**src/rtl/game_pkg.sv**
```systemverilog
// Shared types and defaults for the game status controller: FSM states, BCD score types
// and the saturating 3-digit BCD increment.
package game_pkg;

   localparam int unsigned NUM_BRICKS_DEF  = 140;
   localparam int unsigned LIVES_INIT_DEF  = 3;
   localparam int unsigned HOLDOFF_CYC_DEF = 1024;
   localparam int unsigned LIVES_W         = 2;
   localparam int unsigned SCORE_W         = 12;
   localparam int unsigned CLEARED_W       = 8;

   typedef enum logic [1:0] {
      IDLE = 2'd0,
      PLAY = 2'd1,
      LOST = 2'd2,
      WON  = 2'd3
   } game_state_e;

   typedef logic [3:0] bcd_digit_t;

   typedef struct packed {
      bcd_digit_t hundreds;
      bcd_digit_t tens;
      bcd_digit_t ones;
   } bcd3_t;

   // Decimal +1 with carry ripple; 999 is sticky.
   function automatic bcd3_t bcd3_inc(input bcd3_t v);
      bcd3_t r;
      r = v;
      if ({v.hundreds, v.tens, v.ones} != 12'h999) begin
         if (v.ones != 4'd9) begin
            r.ones = v.ones + 4'd1;
         end else begin
            r.ones = 4'd0;
            if (v.tens != 4'd9) begin
               r.tens = v.tens + 4'd1;
            end else begin
               r.tens     = 4'd0;
               r.hundreds = v.hundreds + 4'd1;
            end
         end
      end
      return r;
   endfunction

endpackage

```
**src/rtl/bcd_counter3.sv**
```systemverilog
// Three-digit BCD counter with synchronous clear and increment, saturating at 999.
// The value is held in a register, so an increment shows one cycle after it is requested.
module bcd_counter3
   import game_pkg::*;
(
   input  logic  clk,
   input  logic  rst_n,
   input  logic  clr_i,
   input  logic  inc_i,
   output bcd3_t value_o
);

   bcd3_t value_q;
   bcd3_t value_d;

   always_comb begin
      value_d = value_q;
      if (clr_i) begin
         value_d = '0;
      end else if (inc_i) begin
         value_d = bcd3_inc(value_q);
      end
   end

   always_ff @(posedge clk or negedge rst_n) begin
      if (!rst_n) begin
         value_q <= '0;
      end else begin
         value_q <= value_d;
      end
   end

   assign value_o = value_q;

endmodule

```
**src/rtl/game_status_ctrl.sv**
```systemverilog
// Game status controller: tracks lives, score and cleared bricks from the ball engine's
// bottom-hit pulse and destroyed-brick flags, and drives GameOver/Win back out.
module game_status_ctrl
   import game_pkg::*;
#(
   parameter int unsigned NUM_BRICKS  = NUM_BRICKS_DEF,
   parameter int unsigned LIVES_INIT  = LIVES_INIT_DEF,
   parameter int unsigned HOLDOFF_CYC = HOLDOFF_CYC_DEF
) (
   input  logic                  iCLK,
   input  logic                  iRST_N,
   input  logic                  iClear,
   input  logic                  iRun,
   input  logic                  iScore_En,
   input  logic                  iBottom_Hit,
   input  logic [NUM_BRICKS-1:0] iFlag,
   output logic                  oGameOver,
   output logic                  oWin,
   output logic [LIVES_W-1:0]    oLives,
   output logic [SCORE_W-1:0]    oScore,
   output logic [CLEARED_W-1:0]  oCleared
);

   localparam int unsigned IDX_W = (NUM_BRICKS > 1) ? $clog2(NUM_BRICKS) : 1;
   localparam int unsigned HO_W  = (HOLDOFF_CYC > 1) ? $clog2(HOLDOFF_CYC) : 1;

   game_state_e           state_q,    state_d;
   logic [LIVES_W-1:0]    lives_q,    lives_d;
   logic [CLEARED_W-1:0]  cleared_q,  cleared_d;
   logic [NUM_BRICKS-1:0] shadow_q,   shadow_d;
   logic [IDX_W-1:0]      idx_q,      idx_d;
   logic [HO_W-1:0]       holdoff_q,  holdoff_d;
   logic                  hit_q,      hit_d;
   logic                  gameover_q, gameover_d;
   logic                  win_q,      win_d;

   logic  playing_c;
   logic  hit_rise_c;
   logic  lose_life_c;
   logic  absorb_c;
   logic  score_inc_c;
   bcd3_t score_bcd;

   // Event qualification: counting only happens while the game is live.
   always_comb begin
      playing_c   = (state_q == PLAY) && iRun;
      hit_rise_c  = iBottom_Hit && !hit_q;
      lose_life_c = playing_c && hit_rise_c && (holdoff_q == '0) && (lives_q != '0);
      absorb_c    = playing_c && iFlag[idx_q] && !shadow_q[idx_q];
      score_inc_c = absorb_c && iScore_En && !iClear;
   end

   always_comb begin
      state_d    = state_q;
      lives_d    = lives_q;
      cleared_d  = cleared_q;
      shadow_d   = shadow_q;
      hit_d      = iBottom_Hit;
      idx_d      = (idx_q == IDX_W'(NUM_BRICKS - 1)) ? '0 : idx_q + IDX_W'(1);
      holdoff_d  = (holdoff_q != '0) ? holdoff_q - HO_W'(1) : '0;
      gameover_d = gameover_q;
      win_d      = win_q;

      if (lose_life_c) begin
         lives_d   = lives_q - LIVES_W'(1);
         holdoff_d = HO_W'(HOLDOFF_CYC - 1);
      end

      if (absorb_c) begin
         shadow_d[idx_q] = 1'b1;
         cleared_d       = cleared_q + CLEARED_W'(1);
      end

      // A board cleared on the same edge as the last life wins.
      case (state_q)
         IDLE: begin
            if (iRun) begin
               state_d = PLAY;
            end
         end
         PLAY: begin
            if (cleared_d == CLEARED_W'(NUM_BRICKS)) begin
               state_d = WON;
            end else if (lives_d == '0) begin
               state_d = LOST;
            end
         end
         default: begin
            state_d = state_q;
         end
      endcase

      gameover_d = (state_d == LOST);
      win_d      = (state_d == WON);

      if (iClear) begin
         state_d    = IDLE;
         lives_d    = LIVES_W'(LIVES_INIT);
         cleared_d  = '0;
         shadow_d   = '0;
         hit_d      = 1'b0;
         idx_d      = '0;
         holdoff_d  = '0;
         gameover_d = 1'b0;
         win_d      = 1'b0;
      end
   end

   always_ff @(posedge iCLK or negedge iRST_N) begin
      if (!iRST_N) begin
         state_q    <= IDLE;
         lives_q    <= LIVES_W'(LIVES_INIT);
         cleared_q  <= '0;
         shadow_q   <= '0;
         hit_q      <= 1'b0;
         idx_q      <= '0;
         holdoff_q  <= '0;
         gameover_q <= 1'b0;
         win_q      <= 1'b0;
      end else begin
         state_q    <= state_d;
         lives_q    <= lives_d;
         cleared_q  <= cleared_d;
         shadow_q   <= shadow_d;
         hit_q      <= hit_d;
         idx_q      <= idx_d;
         holdoff_q  <= holdoff_d;
         gameover_q <= gameover_d;
         win_q      <= win_d;
      end
   end

   bcd_counter3 u_score (
      .clk     (iCLK),
      .rst_n   (iRST_N),
      .clr_i   (iClear),
      .inc_i   (score_inc_c),
      .value_o (score_bcd)
   );

   assign oGameOver = gameover_q;
   assign oWin      = win_q;
   assign oLives    = lives_q;
   assign oScore    = score_bcd;
   assign oCleared  = cleared_q;

endmodule

```
**config.mk**
```make
export PLATFORM = sky130hd
export DESIGN_NAME = game_status_ctrl
export DESIGN_NICKNAME = d
export VERILOG_FILES = /design/src/rtl/game_pkg.sv /design/src/rtl/bcd_counter3.sv /design/src/rtl/game_status_ctrl.sv
export SDC_FILE = /design/constraint.sdc
export NUM_CORES = 1
export LEC_CHECK = 0
export CAP_MARGIN = 20
export CORE_MARGIN = 2
export CORE_UTILIZATION = 28
export DETAILED_ROUTE_END_ITERATION = 7
export PLACE_DENSITY = 0.48
export SLEW_MARGIN = 20
export SYNTH_ARGS = -nofsm -noshare
export SYNTH_HDL_FRONTEND = slang
export SYNTH_SLANG_ARGS = --single-unit
```
**constraint.sdc**
```tcl
create_clock -name iCLK -period 4 [get_ports iCLK]
set_clock_uncertainty 0.05 [all_clocks]
set_input_delay 0.6 -clock iCLK [delete_from_list [all_inputs] [get_ports iCLK]]
set_output_delay 0.6 -clock iCLK [all_outputs]
set_load 0.1 [all_outputs]
```
* Yosys cells after proc, flatten, opt, wreduce, memory -nomap -nowiden
Cells that the tools add are included.
** Storage, ports and cells
- Register bits after elaboration :: 185
- Input port bits :: 146
** Operators by class
- Add/sub/neg operators :: 7
- Reductions and logical operators :: 24
- Multiplexer cells :: 32
- Eq/ne operators :: 10
- Bitwise logic cells :: 1
- Magnitude comparators :: 2
** Operator list (number)
- two-way mux 140 bit :: 2
- OR 140 bit :: 1
- two-way mux 8 bit :: 5
- two-way mux 12 bit :: 3
- two-way mux 10 bit :: 3
- adder 8 x 1 -> 8 bit (second input constant) :: 2
- binary-select mux 1 bit (select 8 bit) :: 2
- == test 8 bit (second input constant) :: 2
- adder 4 x 1 -> 4 bit (second input constant) :: 3
- two-way mux 2 bit :: 6
- two-way mux 4 bit :: 3
- inequality test 12 bit (second input constant) :: 1
- logical AND 1 bit :: 10
- logical NOT 10 bit :: 1
- nonzero test 10 bit :: 1
- subtractor 10 x 1 -> 10 bit (second input constant) :: 1
- less-than comparator 8 x 9 -> 1 bit (second input constant) :: 1
- demux 1 bit (select 8 bit) :: 1
- greater-or-equal comparator 8 x 1 -> 1 bit (second input constant) :: 1
- inequality test 4 bit (second input constant) :: 2
- nonzero test 2 bit :: 4
- two-way mux 1 bit :: 6
- == test 2 bit (second input constant) :: 2
- logical NOT 2 bit :: 2
- other kinds (8) :: 11

* Logic depth before layout (Yosys ltp)
Gate-level depths: netlist of run 1.
- Word-level depth :: 12
- Gate-level depth with buffers :: 16

* Cells and area by module
Synthesis of run 1 repeated with hierarchy kept, for this count alone.
** Second synthesis, totals
- Cell total of the unflattened synthesis :: 992
- Area, all modules :: 10103.4 um^2
** By module, submodules not included
- game_status_ctrl :: area an instance 9281.4 um^2, cells each 908, times used 1
- bcd_counter3 :: area an instance 822.0 um^2, cells each 84, times used 1

* Least setup slack after synthesis of run 1
OpenSTA, ideal clock, no wires.
- Path type :: reg-to-reg
- Start :: register idx_q[0]
- End :: register shadow_q[29]
- Library setup time :: 0.132 ns
- Period minus slack after synthesis :: 3.132 ns
- Data arrival time :: 2.950 ns
- Buffers on the path :: 5
- Cell stages (with the launch flop) :: 15
- Slack :: 0.868 ns
- Path through :: dfrtp_1 buf_6 buf_8 mux4_2 a22o_1 a32oi_1 nand4_1 nor4_4 nor3_4 buf_2 and2_1 buf_2 buf_2 a21oi_1 nor2_1
** On the way
- Longest elaborated chain between the ends :: 7
- Elaborated cells on any way between the ends :: 16
- Those cells by class :: order compare: 2; mux: 8; bitwise: 1; reduce/logical: 5
** Ends and longest elaborated chain
- from (decl) :: line game_status_ctrl.sv:31 : logic [IDX_W-1:0] idx_q, idx_d;
- from (signal assigned) :: line game_status_ctrl.sv:126 : idx_q <= idx_d;
- less-than comparator 8 x 9 -> 1 bit (implied by the code) or greater-or-equal comparator 8 x 1 -> 1 bit (tied branches) :: line game_status_ctrl.sv:70 : shadow_d[idx_q] = 1'b1;
- logical AND 1 bit (implied by the code) :: line game_status_ctrl.sv:70
- two-way mux 1 bit (implied by the code) :: line game_status_ctrl.sv:70
- demux 1 bit (select 8 bit) :: line game_status_ctrl.sv:70
- OR 140 bit (no source line)
- two-way mux 140 bit :: line game_status_ctrl.sv:69 : if (absorb_c) begin
- two-way mux 140 bit :: line game_status_ctrl.sv:96 : if (iClear) begin
- to (signal assigned) :: line game_status_ctrl.sv:124 : shadow_q <= shadow_d;
- to (decl) :: line game_status_ctrl.sv:30 : logic [NUM_BRICKS-1:0] shadow_q, shadow_d;
Parallel ways exist; a longest one is shown, timed or not. The select of a mux whose other input is x is not followed.
A chain may end at the register's enable or synchronous reset.

* Worst setup path after layout of run 1
- Start :: register idx_q[4]
- End :: register shadow_q[43]
Same word-level chain as after synthesis.

==> results.md, run 1 <==
- Status: completed
- Slew Viols, Final: 0
- Yosys warning count: 0
- Routed length per instance: between 20 and 25 µm
- DRT Pass-1 Iters: 4
- Die Y: 194 µm
- CTS buffer count: 17
- DR vias/cell: 5.13
- IO Count: 170
- Critical-path cell list: nor4b_1 > buf_4 > nand3_1 > nand3_1 > o2bb2ai_1 > nor4_4 > nor3_4 > buf_4 > and3_1 > a21oi_1 > nor2_1
- P_int: ~0.0034 W
- RSZ-0062 raised after global routing: no
- Synthesis-to-layout area growth: 28.5%
- WHS: 443 ps
- Initial DRC count: 632
- Leakage: 5.43 nW
- Clk sinks: about 190
- CP endpoint kind: flop
- Post-synth top area cell: dfrtp_1
- Die Footprint: 0.0376 mm²
- Top delay family on crit path: simple AND/OR/NAND/NOR gates
- Setup TNS: 0 ps
- Slew Limit Headroom: 0.322
- Final Hold Fails: 0
- Critical Path AT: about 4000 ps
- Pwr Density: 365 mW/mm²
- Vias in the first global route: between 8000 and 9000
- Clock Power Share: 0.394
- Post-CTS Setup Bufs: 0
- Clock tree root driver cell: clkbuf_16
- CP bufs+invs: 2
- CP Launch Type: flop
- Vias: 8252
- Top-area cell type share of the netlist area: 0.453
- Minimum clock period: 3680 ps
- Comb pwr share: 0.187
- Max Cap Viol: 0
- GRT Util Overall: 0.174
- First-pass GRT wire length: 50700 µm
- Mapped Nets: 1152
- Synth area leaders: dfrtp_1 45%, mux4_2 12%, a21oi_1 7.7%
- Number of synthesized flops with an enable pin: 0
- CP peak stage delay: 800 ps
- Cells after Synth: 993
- Hold Path Class: flop to flop
- Worst-Skew Late Latency: 440 ps
- Flop pwr share: 0.419
- Synth Register Bits: 185
- Die X-Extent: 194 µm
- Synth Flop Type: dfrtp_1
- Synthesized area: approximately 0.010 mm²
- Initial antenna violation count: 0
- CP required: 4310 ps
- NumNets Final: 1295
- Top-count cell post-synth: nor2_1
- Share of cells above drive strength 1: 0.129
- Htree depth: 4
- Initial Util: 0.284
- Peak supply drop: 266 µV
- # diodes: 0
- Largest net degree at the start of global routing: 94
- Residual DRC: 0
- GRT overflow: 0
- Synth top cells by count: 188 x nor2_1, 183 x dfrtp_1, 155 x a21oi_1, 54 x mux4_2, 49 x clkbuf_1
- Setup Viol. Count Final: 0
- CP Max Fanout: 15
- DRT antenna net count: 0
- Seq/Total Area, Yosys: 0.458
- Syn avg cell area: 10.2 µm²
- Final Cycle Share: 0.921
- Net Sw Power: ~0.0013 W
- Core ar.: 0.0356 mm²
- FMAX: 272 MHz
- Clock Path Buffers: 2
- Critical path class: flop to flop
- CTS clk-pin slew, worst paths: roughly 70 ps
- Yosys cell types: 58
- GPL Wtd Cong: 0.830
- Sw Share: 0.279
- PortBufs: about 170
- Async set or reset register ratio after synthesis: 1.00
- DRT Wirelength: 32600 µm
- Num rows: 69
- CTS tree: built
- HPWL after DPL: 22800 µm
- Slowest-stage cell, CP: nor4b_1
- Worst Max-Slew Pin Slew: 1010 ps
-- final cells by class --
class | instances | area [µm²]
fillers | 3615 | 22600
multi-input cells | 706 | 4990
flip-flops and latches | 185 | 4640
repair buffers | 212 | 2090
well taps | 461 | 577
clock buffers | 20 | 457
clock inverters | 12 | 189
inverters | 14 | 52.6
-- cell usage in the layout, fill, tap and decap left out, types with 13 or more instances in the layout --
cell and instances:
ha_1 13, clkdlybuf4s50_1 167, nor2_1 188, and3_1 15, and2_1 26, mux4_2 54, mux2i_1 44, a21oi_1 155
nand2_1 26, dfrtp_1 180, clkbuf_16 17, a22oi_1 17, nand3_1 25, xor2_1 13, buf_4 37, inv_1 14
-- cell families after synthesis --
kind of cell,after synthesis,synth area share
buffers and inverters,102,0.0483
adder cells (fa/ha/maj),13,0.0161
flip-flops,185,0.458
XOR/XNOR,23,0.0199
AND/OR/NAND/NOR,350,0.166
AO/OA/AOI/OAI,217,0.122
multiplexers,103,0.169
-- power by group through the flow --
stage	Clock (W)	Sequential, W	Combinational (W)
3_3_place_gp	0	0.00202	0.000889
6_report	0.00187	0.00199	0.000885
3_5_place_dp	0	0.00202	0.000893
4_1_cts	0.00191	0.00199	0.000897
5_1_grt	0.00198	0.00200	0.000968
2_1_floorplan	0	0.00208	0.000460
-- worst min-delay path, delay by kind of cell (launching register included) --
family	cells	cell delay (ps)
flip-flops	1	350
AND/OR/NAND/NOR	1	70
AO/OA/AOI/OAI	1	40
-- registers in the layout (all words and copies together), names as in the netlist --
register / flops
state_q: 2
shadow_q: 140
oWin: 1
holdoff_q: 10
oGameOver: 1
oCleared: 8
idx_q: 8
oLives: 2
hit_q: 1
u_score.value_o: 12
-- path summary, 6_finish.rpt --
| kind | from | to | cells after the start | slack (ps) |
|---|---|---|---|---|
| min | shadow_q[84]$_DFFE_PN0P_ | shadow_q[84]$_DFFE_PN0P_ | 2 | 440 |
| min reg2reg | shadow_q[84]$_DFFE_PN0P_ | shadow_q[84]$_DFFE_PN0P_ | 2 | 440 |
| max reg2reg | idx_q[4]$_DFF_PN0_ | shadow_q[43]$_DFFE_PN0P_ | 11 | 320 |
| max | idx_q[4]$_DFF_PN0_ | shadow_q[43]$_DFFE_PN0P_ | 11 | 320 |
| max in group asynchronous | iRST_N | idx_q[0]$_DFF_PN0_ | 3 | 2450 |
| min in group asynchronous | iRST_N | u_score.value_o[7]$_DFFE_PN0P_ | 2 | 560 |
-- metal layers --
| metal | share of wire | track usage |
|---|---|---|
| met5 | 0 | 0 |
| met4 | 0.013 | 0.0365 |
| met3 | 0.045 | 0.0325 |
| met2 | 0.47 | 0.274 |
| met1 | 0.48 | 0.249 |
-- what timing repair did --
action	CTS	global route
gates resized for setup	0	0
endpoints found under the hold margin	6	0
hold buffers	1	0
-- per-stage QoR --
step	utilization	total power, W	cells	setup slack, ps	area [µm²]
floorplan	-	0.00254	993	868	10100
finish	0.365	0.00474	1610	318	13000
CTS	0.365	0.00479	1610	329	13000
global route	0.365	0.00495	1610	41.6	13000
global placement	0.347	0.00291	1577	221	12300
detailed placement	0.347	0.00292	1577	233	12300
Note: power is estimated with default switching activity, not from simulation.
==> run 2, diff against run 1 <==
- CTS_BUF_LIST: unset -> sky130_fd_sc_hd__clkbuf_16
==> run 2 against run 1 <==
Against the previous run:
- global-route usage about the same
- wire length grew 0.13%
- cell area is 0.15% lower
- power decreased by 0.92%
- final cell count unchanged
- count of clock-buffer cells in the layout fell by 3
- non-clock buffer count unchanged
- sequential share of layout area rose by 0.055 points
- combinational power barely moved
- flip-flop and latch count did not move
- critical endpoint is now shadow_q[46]$_DFFE_PN0P_
- largest power group unchanged
==> results.md, run 2 (synthesized netlist as in run 1, its figures left out) <==
- Status: completed
- Met2 WL: 15100 µm
- Setup Viol. Count Final: 0
- Die X-Extent: ~190 µm
- Leakage: 5.42 nW
- Vias in the first global route: 8389
- PortBufs: 169
- First-pass GRT wire length: 50700 µm
- Vias: 8259
- Setup TNS: 0 ps
- CTS tree: built
- Synthesis-to-layout area growth: 28.3%
- Largest Register: shadow_q
- CTS buffer count: 17
- Minimum clock period: 3670 ps
- Final Cell Area: 0.0130 mm²
- Hold Path Class: flop to flop
- Placed cell count: 1577
- Final Cycle Share: 0.918
- Num rows: 69
- DR vias/cell: 5.13
- Sw Share: 0.281
- FMAX: approximately 270 MHz
- Clock tree root driver cell: clkbuf_16
- Clock Power Share: 0.388
- Worst Max-Slew Pin Slew: around 1000 ps
- Worst-Skew Late Latency: 440 ps
- CTS clk-pin slew, worst paths: 70 ps
- IO Count: 170
- Routed length per instance: 20.2 µm
- GRT overflow: 0
- Commonest non-fill, non-tap cell in the layout: nor2_1
- CP required: 4310 ps
- GRT Util Overall: 0.174
- DRT antenna net count: 0
- Initial Util: 0.284
- CP Max Fanout: 15
- Final core occ: 0.365
- Initial DRC count: 585
- GPL Wtd Cong: just over 0.8
- P_int: approximately 0.0034 W
- Cell Count, Final, Fillers Out: 1610
- Residual DRC: 0
- DRT Pass-1 Iters: 5
- DRT Wirelength: 32600 µm
- Die Y: ~190 µm
- Max FFs per register: 140
- Flop pwr share: 0.423
- Top routing layer in use: met4
- Final Hold Fails: 0
- Initial antenna violation count: 0
- Sequential cell area: between 0.004 and 0.005 mm²
- Wire length on met1: 15400 µm
- Area of the multi-input gates: 0.00499 mm²
- # diodes: 0
- HPWL after DPL: roughly 23000 µm
- Slew Limit Headroom: 0.319
- Met3 wire length: 1590 µm
- CP endpoint kind: flop
- Fill count: 3618
- Max Cap Viol: 0
- Post-CTS Setup Bufs: 0
- CP Launch Type: flop
- Post-place instance area: between 0.01 and 0.015 mm²
- Net Sw Power: 0.00132 W
- Clk sinks: 185
- Htree depth: 4
- Critical Path AT: 3980 ps
- Slew Viols, Final: 0
- Die Footprint: 0.0376 mm²
- RSZ-0062 raised after global routing: no
- Pwr Density: 362 mW/mm²
- Core ar.: 0.0356 mm²
- Clock Path Buffers: 2
- Most frequent cells in the layout: 188 x nor2_1, 180 x dfrtp_1, 167 x clkdlybuf4s50_1, 155 x a21oi_1, 54 x mux4_2
- Comb pwr share: 0.189
- Share of cells above drive strength 1: 0.127
- Largest net degree at the start of global routing: 94
- NumNets Final: 1295
- Critical path class: flop to flop
- Peak supply drop: 266 µV
run 2: path summary, 6_finish.rpt:
path / start / end / slack [ps] / cells past startpoint
max in group asynchronous: iRST_N / idx_q[0]$_DFF_PN0_ / 2450 / 3
worst max-delay path: idx_q[4]$_DFF_PN0_ / shadow_q[46]$_DFFE_PN0P_ / 330 / 11
worst min-delay path: shadow_q[70]$_DFFE_PN0P_ / shadow_q[70]$_DFFE_PN0P_ / 440 / 2
min in group asynchronous: iRST_N / u_score.value_o[7]$_DFFE_PN0P_ / 560 / 2
worst max register to register: idx_q[4]$_DFF_PN0_ / shadow_q[46]$_DFFE_PN0P_ / 330 / 11
worst min register to register: shadow_q[70]$_DFFE_PN0P_ / shadow_q[70]$_DFFE_PN0P_ / 440 / 2
run 2: stage by stage:
step | total power (W) | setup WS [ps] | hold slack, ps
5_1_grt | 0.00491 | 41.9 | 460
4_1_cts | 0.00475 | 329 | 445
3_5_place_dp | 0.00292 | 233 | 428
3_3_place_gp | 0.00291 | 221 | 420
2_1_floorplan | 0.00254 | 868 | 254
6_report | 0.00470 | 329 | 442
run 2: area by class of cell:
class / instances / area share
multi-input cells: 706 / 0.384
flip-flops and latches: 185 / 0.358
repair buffers: 212 / 0.161
well taps: 461 / 0.0445
clock buffers: 17 / 0.0328
clock inverters: 15 / 0.0154
inverters: 14 / 0.00405
run 2: metal layers:
| layer | track usage | up-vias |
|---|---|---|
| met4 | 0.0398 | 0 |
| met2 | 0.274 | 237 |
| met1 | 0.250 | 4175 |
| met5 | 0 | - |
| li1 | - | 3822 |
| met3 | 0.0315 | 25 |
run 2: critical path: stages (launching register included):
cell and delay [ps]:
dfrtp_1 520, nor4b_1 790, buf_4 260, nand3_1 70, nand3_1 140, o2bb2ai_1 250
nor4_4 110, nor3_4 290, buf_4 220, and3_1 630, a21oi_1 150, nor2_1 110
run 2: timing repair:
item | 4_1_cts | 5_1_grt
hold buffers | 1 | 0
gates resized for setup | 0 | 0
hold endpoints to repair | 6 | 0
run 2: power groups by stage:
stage / clock [W] / combinational [W] / sequential [W]
final: 0.00182 / 0.000886 / 0.00199
after floorplan: 0 / 0.000460 / 0.00208
after detailed placement: 0 / 0.000893 / 0.00202
after global routing: 0.00194 / 0.000968 / 0.00200
after CTS: 0.00187 / 0.000897 / 0.00199
after global placement: 0 / 0.000889 / 0.00202
